`src/rtl/stepper_pkg.sv`:
```
`default_nettype none
// ============================================================================
// Package  : stepper_pkg
// Desc     : Shared state encoding and default timing constants for the
//            stepper ramp axis.
// Revision : 1.0 - initial release
// ============================================================================
package stepper_pkg;

    // Default minimum step high/low width: 1 us at 50 MHz
    localparam int unsigned c_MIN_PULSE_DEF = 50;
    // Default dir-to-first-step setup time: 200 ns at 50 MHz
    localparam int unsigned c_SETUP_CYC_DEF = 10;

    typedef enum logic [2:0] {
        ST_IDLE   = 3'd0,
        ST_SETUP  = 3'd1,
        ST_ACCEL  = 3'd2,
        ST_CRUISE = 3'd3,
        ST_DECEL  = 3'd4,
        ST_DONE   = 3'd5
    } stepper_state_e;

    // True in the states where step pulses are being generated
    function automatic logic is_motion(input stepper_state_e s);
        return (s == ST_ACCEL) || (s == ST_CRUISE) || (s == ST_DECEL);
    endfunction

endpackage
`default_nettype wire

```
`src/rtl/step_pulse_timer.sv`:
```
`default_nettype none
// ============================================================================
// Module   : step_pulse_timer
// Desc     : Loadable period counter. A load starts a new period with step
//            high; step drops after the high time and the boundary strobe
//            marks the last cycle of the period. Everything freezes while
//            enable is low.
// Revision : 1.0 - initial release
// ============================================================================
module step_pulse_timer #(
    parameter int unsigned CNT_W     = 25,
    parameter int unsigned MIN_PULSE = 50
)(
    input  logic             clk_50,
    input  logic             reset_n,
    input  logic             enable,
    input  logic             load,
    input  logic [CNT_W-1:0] period,
    output logic             step,
    output logic             boundary
);

    localparam logic [CNT_W-1:0] c_MIN_HIGH = CNT_W'(MIN_PULSE);
    localparam logic [CNT_W-1:0] c_ONE      = CNT_W'(1);

    logic [CNT_W-1:0] r_cnt;
    logic [CNT_W-1:0] r_per;
    logic [CNT_W-1:0] r_high;
    logic             r_run;
    logic             r_step;

    logic [CNT_W-1:0] w_half;
    logic [CNT_W-1:0] w_high_ld;
    logic [CNT_W-1:0] w_cnt_inc;

    assign w_half    = period >> 1;
    assign w_high_ld = (w_half < c_MIN_HIGH) ? c_MIN_HIGH : w_half;
    assign w_cnt_inc = r_cnt + c_ONE;

    // Boundary is only reported on a cycle that actually advances the count
    assign boundary = r_run && enable && (r_cnt == (r_per - c_ONE));
    assign step     = r_step;

    // Period counter and registered step output
    always_ff @(posedge clk_50 or negedge reset_n) begin
        if (!reset_n) begin
            r_cnt  <= '0;
            r_per  <= '0;
            r_high <= '0;
            r_run  <= 1'b0;
            r_step <= 1'b0;
        end else if (load) begin
            r_cnt  <= '0;
            r_per  <= period;
            r_high <= w_high_ld;
            r_run  <= 1'b1;
            r_step <= 1'b1;
        end else if (r_run && enable) begin
            if (boundary) begin
                r_cnt  <= '0;
                r_run  <= 1'b0;
                r_step <= 1'b0;
            end else begin
                r_cnt  <= w_cnt_inc;
                r_step <= (w_cnt_inc < r_high);
            end
        end
    end

endmodule
`default_nettype wire

```
`src/rtl/stepper_ramp_axis.sv`:
```
`default_nettype none
// ============================================================================
// Module   : stepper_ramp_axis
// Desc     : Single-axis stepper pulse generator with a trapezoidal
//            (or triangular) period ramp, pause and graceful abort.
// Revision : 1.0 - initial release
// ============================================================================
module stepper_ramp_axis
    import stepper_pkg::*;
#(
    parameter int unsigned STEP_W    = 16,
    parameter int unsigned PER_W     = 24,
    parameter int unsigned MIN_PULSE = c_MIN_PULSE_DEF,
    parameter int unsigned SETUP_CYC = c_SETUP_CYC_DEF
)(
    input  logic              clk_50,
    input  logic              reset_n,
    input  logic              cmd_valid,
    output logic              cmd_ready,
    input  logic [STEP_W-1:0] cmd_steps,
    input  logic              cmd_dir,
    input  logic [PER_W-1:0]  cmd_start_per,
    input  logic [PER_W-1:0]  cmd_cruise_per,
    input  logic [PER_W-1:0]  cmd_accel,
    input  logic              enable,
    input  logic              abort,
    output logic              step,
    output logic              dir,
    output logic              busy,
    output logic              done,
    output logic [STEP_W-1:0] steps_done
);

    // One spare bit so cur_per +/- accel can never wrap before saturation
    localparam int unsigned c_PW      = PER_W + 1;
    localparam int unsigned c_SETUP_W = (SETUP_CYC > 1) ? $clog2(SETUP_CYC) : 1;

    localparam logic [c_PW-1:0]      c_MIN_PER    = c_PW'(2 * MIN_PULSE);
    localparam logic [c_SETUP_W-1:0] c_SETUP_LAST = c_SETUP_W'(SETUP_CYC - 1);
    localparam logic [c_SETUP_W-1:0] c_SETUP_ONE  = c_SETUP_W'(1);
    localparam logic [STEP_W-1:0]    c_STEP_ONE   = STEP_W'(1);

    stepper_state_e         r_state;
    logic [STEP_W-1:0]      r_steps;
    logic [c_PW-1:0]        r_start;
    logic [c_PW-1:0]        r_cruise;
    logic [c_PW-1:0]        r_accel;
    logic [c_PW-1:0]        r_cur;
    logic [STEP_W-1:0]      r_ramp;
    logic [STEP_W-1:0]      r_steps_done;
    logic [c_SETUP_W-1:0]   r_setup_cnt;
    logic                   r_dir;
    logic                   r_abort_pend;

    stepper_state_e         w_state_nx;
    logic                   w_accept;
    logic                   w_load;
    logic [c_PW-1:0]        w_cur_nx;
    logic [STEP_W-1:0]      w_ramp_nx;
    logic [STEP_W-1:0]      w_sd_nx;
    logic [STEP_W-1:0]      w_sd_inc;
    logic [STEP_W-1:0]      w_remaining;
    logic [STEP_W-1:0]      w_ramp_inc;
    logic [c_PW-1:0]        w_cruise_c;
    logic [c_PW-1:0]        w_start_ext;
    logic [c_PW-1:0]        w_start_c;
    logic [c_PW-1:0]        w_floor;
    logic [c_PW-1:0]        w_per_dn;
    logic [c_PW-1:0]        w_sum_up;
    logic [c_PW-1:0]        w_per_up;
    logic                   w_bnd;
    logic                   w_tmr_step;
    logic                   w_stop_req;

    // Clamp the offered periods: cruise >= 2*MIN_PULSE, start >= cruise
    assign w_cruise_c  = ({1'b0, cmd_cruise_per} < c_MIN_PER) ? c_MIN_PER
                                                              : {1'b0, cmd_cruise_per};
    assign w_start_ext = {1'b0, cmd_start_per};
    assign w_start_c   = (w_start_ext < w_cruise_c) ? w_cruise_c : w_start_ext;

    assign w_accept    = (r_state == ST_IDLE) && cmd_valid;
    assign w_stop_req  = abort || r_abort_pend;

    // Step bookkeeping as seen at the boundary currently being evaluated
    assign w_sd_inc    = r_steps_done + c_STEP_ONE;
    assign w_remaining = r_steps - w_sd_inc;
    assign w_ramp_inc  = (r_state == ST_ACCEL) ? (r_ramp + c_STEP_ONE) : r_ramp;

    // Saturating period arithmetic; r_cur >= r_cruise always holds
    assign w_floor  = r_cruise + r_accel;
    assign w_per_dn = (r_cur >= w_floor) ? (r_cur - r_accel) : r_cruise;
    assign w_sum_up = r_cur + r_accel;
    assign w_per_up = (w_sum_up > r_start) ? r_start : w_sum_up;

    // Next-state, next-period and timer-load decode
    always_comb begin
        w_state_nx = r_state;
        w_load     = 1'b0;
        w_cur_nx   = r_cur;
        w_ramp_nx  = r_ramp;
        w_sd_nx    = r_steps_done;
        case (r_state)
            ST_IDLE: begin
                if (cmd_valid) w_state_nx = ST_SETUP;
            end
            ST_SETUP: begin
                if (enable) begin
                    if (w_stop_req) begin
                        w_state_nx = ST_DONE;
                    end else if (r_setup_cnt == c_SETUP_LAST) begin
                        if (r_steps == '0) begin
                            w_state_nx = ST_DONE;
                        end else begin
                            w_state_nx = ST_ACCEL;
                            w_load     = 1'b1;
                            w_cur_nx   = r_start;
                            w_ramp_nx  = '0;
                        end
                    end
                end
            end
            ST_ACCEL, ST_CRUISE, ST_DECEL: begin
                if (w_bnd) begin
                    w_sd_nx = w_sd_inc;
                    if ((w_sd_inc == r_steps) || w_stop_req) begin
                        // Final or aborted pulse has completed its low time
                        w_state_nx = ST_DONE;
                    end else begin
                        w_load = 1'b1;
                        if (r_state == ST_DECEL) begin
                            w_cur_nx = w_per_up;
                        end else if (w_remaining <= w_ramp_inc) begin
                            // Just enough steps left to ramp back down
                            w_state_nx = ST_DECEL;
                            w_cur_nx   = w_per_up;
                        end else if (r_state == ST_ACCEL) begin
                            w_cur_nx  = w_per_dn;
                            w_ramp_nx = w_ramp_inc;
                            if (w_per_dn == r_cruise) w_state_nx = ST_CRUISE;
                        end
                    end
                end
            end
            ST_DONE: begin
                w_state_nx = ST_IDLE;
            end
            default: begin
                w_state_nx = ST_IDLE;
            end
        endcase
    end

    // Command latch, FSM state and motion counters
    always_ff @(posedge clk_50 or negedge reset_n) begin
        if (!reset_n) begin
            r_state      <= ST_IDLE;
            r_steps      <= '0;
            r_start      <= '0;
            r_cruise     <= '0;
            r_accel      <= '0;
            r_cur        <= '0;
            r_ramp       <= '0;
            r_steps_done <= '0;
            r_setup_cnt  <= '0;
            r_dir        <= 1'b0;
            r_abort_pend <= 1'b0;
        end else begin
            r_state <= w_state_nx;
            if (w_accept) begin
                r_steps      <= cmd_steps;
                r_start      <= w_start_c;
                r_cruise     <= w_cruise_c;
                r_accel      <= {1'b0, cmd_accel};
                r_cur        <= '0;
                r_ramp       <= '0;
                r_steps_done <= '0;
                r_setup_cnt  <= '0;
                r_dir        <= cmd_dir;
                r_abort_pend <= 1'b0;
            end else begin
                r_cur        <= w_cur_nx;
                r_ramp       <= w_ramp_nx;
                r_steps_done <= w_sd_nx;
                if ((r_state == ST_SETUP) && enable) begin
                    r_setup_cnt <= r_setup_cnt + c_SETUP_ONE;
                end
                // Remember an abort until the current period can end cleanly
                if (abort && ((r_state == ST_SETUP) || is_motion(r_state))) begin
                    r_abort_pend <= 1'b1;
                end
            end
        end
    end

    step_pulse_timer #(
        .CNT_W     (c_PW),
        .MIN_PULSE (MIN_PULSE)
    ) u_timer (
        .clk_50   (clk_50),
        .reset_n  (reset_n),
        .enable   (enable),
        .load     (w_load),
        .period   (w_cur_nx),
        .step     (w_tmr_step),
        .boundary (w_bnd)
    );

    assign step       = w_tmr_step;
    assign dir        = r_dir;
    assign busy       = (r_state != ST_IDLE);
    assign done       = (r_state == ST_DONE);
    assign cmd_ready  = (r_state == ST_IDLE);
    assign steps_done = r_steps_done;

endmodule
`default_nettype wire

```
`config.mk`:
```
export PLATFORM = sky130hd
export DESIGN_NAME = stepper_ramp_axis
export DESIGN_NICKNAME = d
export VERILOG_FILES = /design/src/rtl/stepper_pkg.sv /design/src/rtl/step_pulse_timer.sv /design/src/rtl/stepper_ramp_axis.sv
export SDC_FILE = /design/constraint.sdc
export NUM_CORES = 1
export LEC_CHECK = 0
export ABC_CLOCK_PERIOD_IN_PS = 18350
export CAP_MARGIN = 0
export CORE_UTILIZATION = 25
export DETAILED_ROUTE_END_ITERATION = 10
export SYNTH_ARGS = -nofsm -noshare
export SYNTH_HDL_FRONTEND = slang
export SYNTH_SLANG_ARGS = --single-unit
```
`constraint.sdc`:
```
create_clock -name clk_50 -period 18.35 [get_ports clk_50]
set_clock_uncertainty 0.05 [all_clocks]
set_input_delay 5.505 -clock clk_50 [delete_from_list [all_inputs] [get_ports clk_50]]
set_output_delay 5.505 -clock clk_50 [all_outputs]
set_load 0.02 [all_outputs]
```
==> After elaboration in Yosys (flattened, before gate mapping) <==
Cells that the tools add are included.
{ "classes": {"n_eq_ne": 25, "n_reduce_logical": 25, "muxes": 63, "add_sub_neg": 9, "order_cmp": 7} }
{ "ops": {"columns": ["cell", "count"], "rows": [
  ["$mux 25", 15],
  ["$mux 16", 14],
  ["$mux 24", 3],
  ["$add 25x24->25", 2],
  ["$eq 25x25->1", 2],
  ["$pmux 25 s2", 1],
  ["$mux 3", 11],
  ["$add 16x1->16 const B", 2],
  ["$pmux 16 s2", 1],
  ["$ne 3x3->1 const B", 10],
  ["$add 25x1->25 const B", 1],
  ["$ge 25x25->1", 1],
  ["$gt 25x25->1", 1],
  ["$lt 25x25->1", 1],
  ["$sub 25x1->25 const B", 1],
  ["$sub 25x24->25", 1],
  ["$lt 24x24->1", 1],
  ["$lt 24x6->1 const B", 1],
  ["$lt 24x7->1 const B", 1],
  ["$eq 16x16->1", 1],
  ["$le 16x16->1", 1],
  ["$logic_not 16->1", 1],
  ["$sub 16x16->16", 1],
  ["$mux 1", 14],
  ["other kinds (21)", 41]
]} }
{ "word_totals": {"in_bits": 94, "word_cells": 145, "regBits": 233} }

==> Depth between registers and ports, before layout <==
{ "depth": {"depth_word": 11, "depth_mapped": 33} }

==> Hierarchy <==
A second synthesis with hierarchy kept.
{ "unflattened": {"cells_unflattened": 2469, "area_unflattened_um2": 20206.9} }
{ "by_module_without_submodules": {"columns": ["mod", "area_per_inst_um2", "instances", "cells_per_inst"], "rows": [
  ["stepper_ramp_axis", 15388.5, 1, 1919],
  ["step_pulse_timer", 4818.4, 1, 550]
]} }

==> Least setup slack after synthesis <==
OpenSTA, ideal clock, no wires.
{ "synth_path": {"kind": "input -> register", "from": "input port abort", "to": "register u_timer.r_high[2]", "setup_time_ps": 119, "setup_slack_ps": 9224, "arrival_ps": 8957, "cell_stages": 13, "required_time_ps": 18181, "cell_sequence": "or2_2 a211oi_1 or3b_2 clkbuf_1 nand2_1 nor4_2 nor2_1 a221o_1 a21oi_1 nand4b_1 or4_1 or4_4 and2_1"} }
{ "synth_between": {"elab_chain_len": 7, "word_cells_on_any_way": 14, "cone_classes": "order compare (1); mux (11); reduce/logical (2)"} }
{ "synth_lines": {"columns": ["element", "line", "rtl"], "rows": [
  ["start, declared", "stepper_ramp_axis.sv:26", "input logic abort,"],
  ["$logic_or 1x1->1 *", "stepper_ramp_axis.sv:82", "assign w_stop_req = abort || r_abort_pend;"],
  ["$logic_or 1x1->1", "stepper_ramp_axis.sv:125", "if ((w_sd_inc == r_steps) || w_stop_req) begin"],
  ["$mux 25", "stepper_ramp_axis.sv:125", null],
  ["$mux 25", "stepper_ramp_axis.sv:123", "if (w_bnd) begin"],
  ["$pmux 25 s2", "stepper_ramp_axis.sv:102", "case (r_state)"],
  ["$lt 24x6->1", "step_pulse_timer.sv:37", "assign w_high_ld = (w_half < c_MIN_HIGH) ? c_MIN_HIGH : w_half;"],
  ["$mux 24", "step_pulse_timer.sv:37", null],
  ["end signal, assigned", "step_pulse_timer.sv:55", "r_high <= w_high_ld;"],
  ["end, declared", "step_pulse_timer.sv:28", "logic [CNT_W-1:0] r_high;"]
]} }
Every way passes the cells marked *; elsewhere a longest branch is shown, timed or not.
A chain may end at the register's enable or synchronous reset.

==> Worst setup path after layout <==
{ "layout_path": {"from": "input port enable", "to": "register u_timer.r_high[3]"} }
{ "layout_between": {"elab_chain_len": 6, "word_cells_on_any_way": 10, "cone_classes": "order compare (1); mux (7); reduce/logical (2)"} }
{ "layout_lines": {"columns": ["element", "line", "rtl"], "rows": [
  ["start, declared", "stepper_ramp_axis.sv:25", "input logic enable,"],
  ["$logic_and 1x1->1 (2 in series)", "step_pulse_timer.sv:41", "assign boundary = r_run && enable && (r_cnt == (r_per - c_ONE));"],
  ["$mux 25", "stepper_ramp_axis.sv:123", null],
  ["$pmux 25 s2", "stepper_ramp_axis.sv:102", null],
  ["$lt 24x6->1", "step_pulse_timer.sv:37", null],
  ["$mux 24", "step_pulse_timer.sv:37", null]
]} }
Parallel ways exist; a longest one is shown, timed or not.

==> results_dict.tcl <==
set metrics [dict create \
    cts_tree "yes" \
    yosysTopAreaCell "dfrtp_1" \
    synth_edf_count 0 \
    yosysUniqueCellTypes 83 \
    grt_pass1_vias 17900 \
    worstSkewPairLatency_ns 0.60 \
    tightest_slew_ns 1.15 \
    fin_crit_sh_pct 59.1 \
    drive_above_1_share_pct 4.48 \
    core_area_sq_mm 0.0780 \
    fin_ws_ns 7.50 \
    rsz0062_at_grt "false" \
    synth_top_area_share_pct 29.1 \
    htree_levels 1 \
    final_nets 2805 \
    port_buffers 114 \
    netlist_area_sq_mm 0.0198 \
    gp_congestion 0.949 \
    path_max_fanout 31 \
    grt_pass1_wl_mm 107 \
    wirelength_mm 68.2 \
    synth_warnings 0 \
    start_kind "input pin" \
    vdd_ir_drop_max_mv 0.118 \
    area_delta_synth_final_pct 16.6 \
    grt_overflow 0 \
    ant_nets 0 \
    die-area_sq_mm 0.0804 \
    power.density_mw_per_mm2 138 \
    hold_viol 0 \
    setup_viol 0 \
    avgSynthCellArea_sq_um 8.07 \
    required_ns 18.78 \
    post-route-drc-count 0 \
    min_path_type "register to register" \
    relSlewSlack_pct 23.3 \
    power_w 0.00318 \
    clkSinkCount 230 \
    grt_use_total_pct 16.7 \
    cts_inserted_buffers 28 \
    vias 18400 \
    die_height_microns 283 \
    synth-seq-cells 230 \
    yosys_most_used_dff "dfrtp_1" \
    setup_tns_ns 0 \
    antenna_found_initial 4 \
    fillers 8344 \
    io_pins 115 \
    netlist_instances 2454 \
    yosys-top-cells-area "dfrtp_1 (29%), ha_1 (13%), o21ai_0 (5.5%)" \
    p_leak_nw 10.3 \
    start_util_pct 25.4 \
    drt_iter0_drc 1394 \
    dr.pass1.iters 5 \
    fmax_ghz 0.0921 \
    min_period_ns 10.85 \
    holdBufCountCts 0 \
    outcome "completed" \
    dp_slack_ns 7.02 \
    cts_setup_buffers 0 \
    async_flop_share_pct 100 \
    cts_resized 0 \
    cts_max_path_buffers 3 \
    critPathKind "input pin to register" \
    arrival_ns 11.29 \
    rows 102 \
    cts-root-buf "clkbuf_16" \
    post_drt_via_cell_ratio 5.15 \
    grt_max_degree 107 \
    path_clk_slew_ns 0.06 \
    hpwl_mm 53.1 \
    die_w_microns 283 \
    synth_fp_nets 2756 \
    slew_violations 0 \
    seq_area_frac_synth_pct 29.1 \
    routedWlPerCell_microns 19.1 \
    cap_violations 0 \
    critPathCaptureType "register" \
]
[area by class of cell]
class,instances,area (sq um),area share (%)
Clock buffer,35,777,3.36
Antenna cell,1,2.50,0.0108
Multi-Input combinational cell,1973,13200,56.9
Tap cell,1040,1300,5.63
Timing Repair Buffer,132,1280,5.55
Sequential cell,230,5760,24.9
Clock inverter,16,318,1.38
Inverter,138,518,2.24
[power breakdown]
part / internal, W / total (W) / switching [W]
sequential: 0.000607 / 0.000772 / 0.000165
combinational: 0.000672 / 0.00175 / 0.00108
clock: 0.000413 / 0.000657 / 0.000244
[final timing paths]
check	startpoint	endpoint	slack (ns)	depth (start not counted)
worst max register to register	r_cruise[0]$_DFFE_PN0P_	u_timer.r_high[3]$_DFFE_PN0P_	9.23	30
worst min-delay path	r_start[14]$_DFFE_PN0P_	r_start[14]$_DFFE_PN0P_	0.43	2
max in group asynchronous	reset_n	r_accel[19]$_DFFE_PN0P_	11.82	2
worst max-delay path	enable	u_timer.r_high[3]$_DFFE_PN0P_	7.50	15
min in group asynchronous	reset_n	steps_done[10]$_DFFE_PN0P_	4.94	1
worst min register to register	r_start[14]$_DFFE_PN0P_	r_start[14]$_DFFE_PN0P_	0.43	2
[kinds of logic (layout without fill, tap and decap cells)]
family          Yosys count  count (layout)  share of synthesized area (%)
mux                      46              46                           2.37
compound gates          651             651                           20.7
flops                   230             230                           29.1
simple gates            887             887                           21.8
xor+xnor                180             180                           7.96
buf+inv                 251             321                           4.79
other cells               0               1                              0
fa+ha+maj               209             209                           13.3
[synthesized netlist by cell type (all sizes together), types with 51 or more instances]
master and n:
a21oi 155, clkbuf 101, dfrtp 230, ha 204, inv 138, nand2 280, nand3 90, nand4 51
nor2 202, o21ai 220, xnor2 103, xor2 77
[flip-flops by register name, summed over array words and instances (netlist names)]
name,cells
r_accel,24
u_timer.r_high,24
r_setup_cnt,4
r_cur,25
u_timer.step,1
r_abort_pend,1
u_timer.r_cnt,25
r_steps,16
steps_done,16
u_timer.r_run,1
r_ramp,16
u_timer.r_per,25
dir,1
r_start,24
r_cruise,24
r_state,3
[metrics by stage]
step	cell area [sq um]	hold WS [ns]	cells	util [%]
2_1_floorplan	19800	0.399	2454	-
3_3_place_gp	22000	0.411	3513	28.2
3_5_place_dp	22000	0.419	3513	28.2
4_1_cts	23100	0.432	3564	29.6
5_1_grt	23100	0.457	3564	29.6
6_report	23100	0.428	3565	29.6
[metal layers]
layer  share of wire, %  vias to the layer above  track usage (%)  wire length [microns]
li1                   -                     8893                -                      -
met1                 46                     8794             23.1                  31200
met2                 46                      560             27.6                  31400
met3                5.5                       97             1.81                   3750
met4                2.6                        6             4.43                   1800
met5              0.051                        -                0                     35
[critical path, stage by stage]
cell             delay, ns
clkdlybuf4s50_1       0.66
nand2_1               0.60
nor3_1                0.51
o2111ai_1             0.16
nor4_1                0.26
nand4_1               0.21
nor4_2                0.66
nor2_2                0.30
buf_4                 0.33
a221o_1               0.38
a21oi_1               0.25
nand4_1               0.17
or4_1                 0.56
or4_4                 0.56
nor2b_1               0.16
[layout by cell type (no fill, tap or decap), types with 21 or more instances in the layout]
cell type	instances
a21oi_1	155
nand4_1	51
xor2_1	77
nor2b_1	32
and3_1	27
nand3_1	90
nor4_1	23
o211ai_1	21
nand2b_1	23
clkdlybuf4s50_1	113
dfrtp_1	230
mux2i_1	39
clkbuf_16	28
xnor2_1	103
nand2_1	276
nor3_1	49
o21ai_0	217
o21a_1	24
a21o_1	46
nor2_1	201
ha_1	204
inv_1	138
Power figures use the tool's default switching activity.
